==> src/rtl/fetch_seq.sv <==
// Instruction-fetch sequencer: samples the PC, runs one req/ack transaction against
// instruction memory and holds the fetched word for decode under valid/ready.
// Latency: ISSUE -> REQ (ack) -> HOLD, so 3 cycles per instruction at best.
// Backpressure: the word is held in HOLD until inst_ready, and pc_advance stays low meanwhile.
//
// Ports:
//   clk, rest                      clock, synchronous active-high reset
//   pc_addr, redirect              current PC and taken-branch/jump pulse from the PC unit
//   imem_req, imem_addr            registered request/address to instruction memory
//   imem_ack, imem_rdata           memory response
//   inst_valid, inst_ready         handshake towards decode
//   inst_out, inst_pc              held instruction word and the address it came from
//   pc_advance                     PC enable (combinational, HOLD handshake only)
//   fetch_err                      sticky memory-timeout flag
//   fetch_count                    delivered-instruction counter (wraps)
module fetch_seq #(
   parameter int unsigned TIMEOUT = 255
) (
   input  logic        clk,
   input  logic        rest,
   input  logic [31:0] pc_addr,
   input  logic        redirect,
   output logic        imem_req,
   output logic [31:0] imem_addr,
   input  logic        imem_ack,
   input  logic [31:0] imem_rdata,
   output logic        inst_valid,
   input  logic        inst_ready,
   output logic [31:0] inst_out,
   output logic [31:0] inst_pc,
   output logic        pc_advance,
   output logic        fetch_err,
   output logic [31:0] fetch_count
);

   typedef enum logic [1:0] {
      ISSUE = 2'd0,
      REQ   = 2'd1,
      HOLD  = 2'd2,
      DRAIN = 2'd3
   } state_t;

   // Limit compared against a 16-bit saturating counter; larger values clamp.
   localparam logic [15:0] TMO_LIM = (TIMEOUT > 32'd65535) ? 16'hFFFF : 16'(TIMEOUT);

   state_t      state;
   state_t      state_nxt;
   logic [15:0] tmo_cnt;
   logic [15:0] tmo_inc;
   logic        capture;   // accept imem_rdata into the hold register
   logic        deliver;   // decode took the held word
   logic        waiting;   // outstanding request, no ack this cycle
   logic        unused_pc_lsb;

   // Fetches are word-aligned, so the PC byte offset is dropped.
   assign unused_pc_lsb = ^pc_addr[1:0];

   assign tmo_inc = (tmo_cnt == 16'hFFFF) ? tmo_cnt : tmo_cnt + 16'd1;

   always_ff @(posedge clk) begin
      if (rest) begin
         state <= ISSUE;
      end else begin
         state <= state_nxt;
      end
   end

   always_comb begin
      state_nxt  = state;
      capture    = 1'b0;
      deliver    = 1'b0;
      waiting    = 1'b0;
      pc_advance = 1'b0;
      case (state)
         ISSUE: begin
            state_nxt = REQ;
         end
         REQ: begin
            waiting = !imem_ack;
            if (redirect) begin
               // The request cannot be retracted: without an ack it must be drained.
               state_nxt = imem_ack ? ISSUE : DRAIN;
            end else if (imem_ack) begin
               capture   = 1'b1;
               state_nxt = HOLD;
            end
         end
         DRAIN: begin
            // Redirects here are ignored; the PC is already pointing at the new target.
            waiting = !imem_ack;
            if (imem_ack) begin
               state_nxt = ISSUE;
            end
         end
         HOLD: begin
            // Redirect wins over a same-cycle handshake.
            if (redirect) begin
               state_nxt = ISSUE;
            end else if (inst_valid && inst_ready) begin
               deliver    = 1'b1;
               pc_advance = !rest;
               state_nxt  = ISSUE;
            end
         end
         default: begin
            state_nxt = ISSUE;
         end
      endcase
   end

   always_ff @(posedge clk) begin
      if (rest) begin
         imem_req    <= 1'b0;
         imem_addr   <= 32'd0;
         inst_valid  <= 1'b0;
         inst_out    <= 32'd0;
         inst_pc     <= 32'd0;
         fetch_err   <= 1'b0;
         fetch_count <= 32'd0;
         tmo_cnt     <= 16'd0;
      end else begin
         if (state == ISSUE) begin
            imem_addr <= {pc_addr[31:2], 2'b00};
         end
         // Request is held for the whole REQ/DRAIN span and drops with the ack.
         imem_req   <= (state_nxt == REQ) || (state_nxt == DRAIN);
         inst_valid <= (state_nxt == HOLD);
         if (capture) begin
            inst_out <= imem_rdata;
            inst_pc  <= imem_addr;
         end
         if (deliver) begin
            fetch_count <= fetch_count + 32'd1;
         end
         // Counts only while a request is outstanding; ack or any other state clears it.
         tmo_cnt <= waiting ? tmo_inc : 16'd0;
         if (waiting && (tmo_inc >= TMO_LIM)) begin
            fetch_err <= 1'b1;
         end
      end
   end

endmodule

==> config.mk <==
export PLATFORM = sky130hd
export DESIGN_NAME = fetch_seq
export DESIGN_NICKNAME = d
export VERILOG_FILES = /design/src/rtl/fetch_seq.sv
export SDC_FILE = /design/constraint.sdc
export NUM_CORES = 1
export LEC_CHECK = 0
export ABC_AREA = 1
export BUFFER_PORTS_ARGS = -buffer_cell sky130_fd_sc_hd__buf_2
export CORE_ASPECT_RATIO = 1.5
export CORE_MARGIN = 3
export CORE_UTILIZATION = 51
export CTS_CLUSTER_DIAMETER = 30
export DETAILED_ROUTE_END_ITERATION = 8
export PLACE_DENSITY = 0.91
export SYNTH_ARGS = -nofsm -noshare
export SYNTH_HDL_FRONTEND = slang
export SYNTH_SLANG_ARGS = --single-unit
==> constraint.sdc <==
create_clock -name clk -period 2.35 [get_ports clk]
set_clock_uncertainty 0.05 [all_clocks]
set_input_delay 0.235 -clock clk [delete_from_list [all_inputs] [get_ports clk]]
set_output_delay 0.235 -clock clk [all_outputs]
set_load 0.005 [all_outputs]
==> impl_metrics.yaml <==
run_status:
  status: "finished clean"
grt:
  grt_pass1_wl_um: 26900
  grt-ovfl-total: 0
  grt_pass1_vias: 5938
  grt_usage_pct: 24.9
  grt_max_degree: 93
  antenna_found_initial: 1
routing:
  drc_errors: 0
  dr.pass1.iters: 5
  vias: 6157
  drtIter0Drc: 302
  finalWirelength_um: 16700
  vias_per_cell: 5.22
  drt-wirelength-per-cell_um: 14.1
  ant_nets: 0
critical_path:
  worst-setup-path-type: "reg2reg"
  critical_path_required_ps: 2660
  critPathLaunchType: "register"
  crit_start: "tmo_cnt[0]"
  endpoint_kind: "register"
  worst-r2r-cell-count: 11
  crit_arrival_ps: 2280
  r2r_start: "tmo_cnt[0]"
  endpoint: "fetch_err"
  cp_max_fo: 17
  r2r-end: "fetch_err"
  reg2reg_slack_ps: 380
clocking:
  numCtsBuffers: 17
  clk_pin_slew_worst_paths_ps: 60
  post_cts_resized: 0
  cts_htree_levels: 4
  clock_latency_ps: 420
  cts_buffer_depth: 2
  cts_setup_buffers: 0
  cts_tree: "yes"
  holdBufCountCts: 0
  cts_sinks: 145
  cts_root_buffer: "clkbuf_16"
die:
  coreArea_um2: 11600
  die_area_um2: 13400
  die_y_um: 140
  die_w_um: 95.4
  start_util_pct: 52.7
  row_count: 48
  ioPinCount: 201
sta:
  rsz0062_at_grt: "false"
  whs_ps: 22.1
  final_hold_viol_count: 0
  tightest_slew_ps: 558
  fin_crit_ps: 1970
  setup_viol: 0
  post-route-period-util_pct: 84.0
  tns_ps: 0
  slew-limit-headroom_pct: 62.5
  slew_viol_final: 0
  fmax_mhz: 507
yosys:
  yosys_warnings: 0
  ys_ff_latch: 145
  synthFlopType: "dfxtp_1"
  netlist_area_um2: 6110
  async_flop_share_pct: 0
  synth-edff-count: 0
  avgSynthCellArea_um2: 7.37
  syn_inst: 830
  seq_area_frac_synth_pct: 47.5
  synth_cell_types: 38
cells_and_area:
  insertedDiodeCount: 0
  num-nets-final: 1087
  synthToLayoutAreaGrowth_pct: 28.0
  fillers: 952
  drive_gt1_share_pct: 25.9
pwr:
  p_leak_nw: 3.68
  peakVddDrop_mv: 0.757
  p_per_area_nw_per_um2: 777
  p_total_mw: 6.08
flow_run:
  cap_violations: 0
worst_hold_path:
  hold_path.class: "in2reg"
place:
  place.gp.congestion: 0.911
  port_buffers: 194
  dp_hpwl_um: 11700
==> stage by stage <==
step                      utilization [%]  setup slack, ps  cell area [um2]  cells
after detailed placement             62.1              459             7200   1147
after global routing                 67.5              185             7830   1179
after floorplan                         -              695             6120    833
after CTS                            67.5              399             7830   1179
final                                67.5              377             7830   1179
after global placement               62.1              478             7200   1147
==> worst min-delay path by stage <==
stage / depth (start not counted) / start / endpoint
after CTS: 3 / pc_addr[14] / imem_addr[14]
final: 3 / imem_rdata[9] / inst_out[9]
after detailed placement: 2 / imem_addr[8] / inst_pc[8]
after floorplan: 2 / pc_addr[2] / imem_addr[2]
after global placement: 2 / fetch_err / fetch_err
after global routing: 3 / pc_addr[19] / imem_addr[19]
==> synth_stat cells, drive strengths merged, types with 11 or more instances <==
| cell type | count | area, um2 |
|---|---|---|
| nand3 | 30 | 160 |
| nand4 | 18 | 134 |
| inv | 122 | 458 |
| clkbuf | 26 | 97.6 |
| nand2 | 125 | 482 |
| o22ai | 30 | 188 |
| buf | 11 | 70.1 |
| o21ai | 77 | 385 |
| nor2 | 141 | 586 |
| xor2 | 12 | 105 |
| nor3 | 16 | 90.1 |
| a21oi | 57 | 285 |
| dfxtp | 145 | 2900 |
==> registers in the layout, indices dropped and copies added (netlist names) <==
name / count
imem_req: 1
tmo_cnt: 16
fetch_err: 1
fetch_count: 32
imem_addr: 30
inst_valid: 1
inst_out: 32
state: 2
inst_pc: 30
==> cell usage in the layout, fill, tap and decap left out, types with 16 or more instances in the layout <==
cell / n
o22ai_1: 30
nor2_1: 130
buf_2: 194
nand4_1: 16
nand2_1: 120
nand3_1: 28
dfxtp_1: 145
a21oi_1: 57
clkbuf_16: 17
o21ai_0: 72
inv_1: 116
==> power breakdown <==
group	leakage (nW)	switching [mW]	internal, mW
clock	0.308	1.16	1.72
combinational	2.19	0.312	0.232
sequential	1.18	0.0661	2.59
total	3.68	1.53	4.55
==> metal layers <==
layer	GRT usage (%)	vias up	routed length, um
met5	0	-	20
met4	12.6	2	683
met3	6.07	58	1170
met2	44.6	255	8800
met1	26.5	2806	6010
li1	-	3036	-
==> worst max-delay path: stages (launching register included) <==
cell	delay, ps
dfxtp_1	420
ha_1	240
nand3_2	140
inv_2	180
nand4_4	270
nand2_1	170
nand2_1	60
nor2_1	100
nand3_1	90
nand2_1	80
nand2_1	50
nand2_1	60
==> area by class of cell <==
type | instances | area [um2] | share of cell area, %
clock buffers | 17 | 425 | 5.44
clock inverters | 15 | 204 | 2.61
inverters | 122 | 458 | 5.85
multi-input cells | 529 | 2600 | 33.2
flip-flops and latches | 145 | 2900 | 37.1
well taps | 150 | 188 | 2.40
repair buffers | 201 | 1050 | 13.4
==> logic make-up (layout without fill, tap and decap cells) <==
kind of cell               Yosys count  after routing  share of synthesized area, %
other                                1              4                        0.0613
adders and majority gates            2              2                         0.409
and+or+nand+nor                    340            340                          25.3
DFF                                145            145                          47.5
xor gates and xnor gates            13             13                          1.86
buffers and inverters              159            355                          10.2
AOI/OAI and AO/OA                  170            170                          14.7
Note: power is estimated with default switching activity, not from simulation.
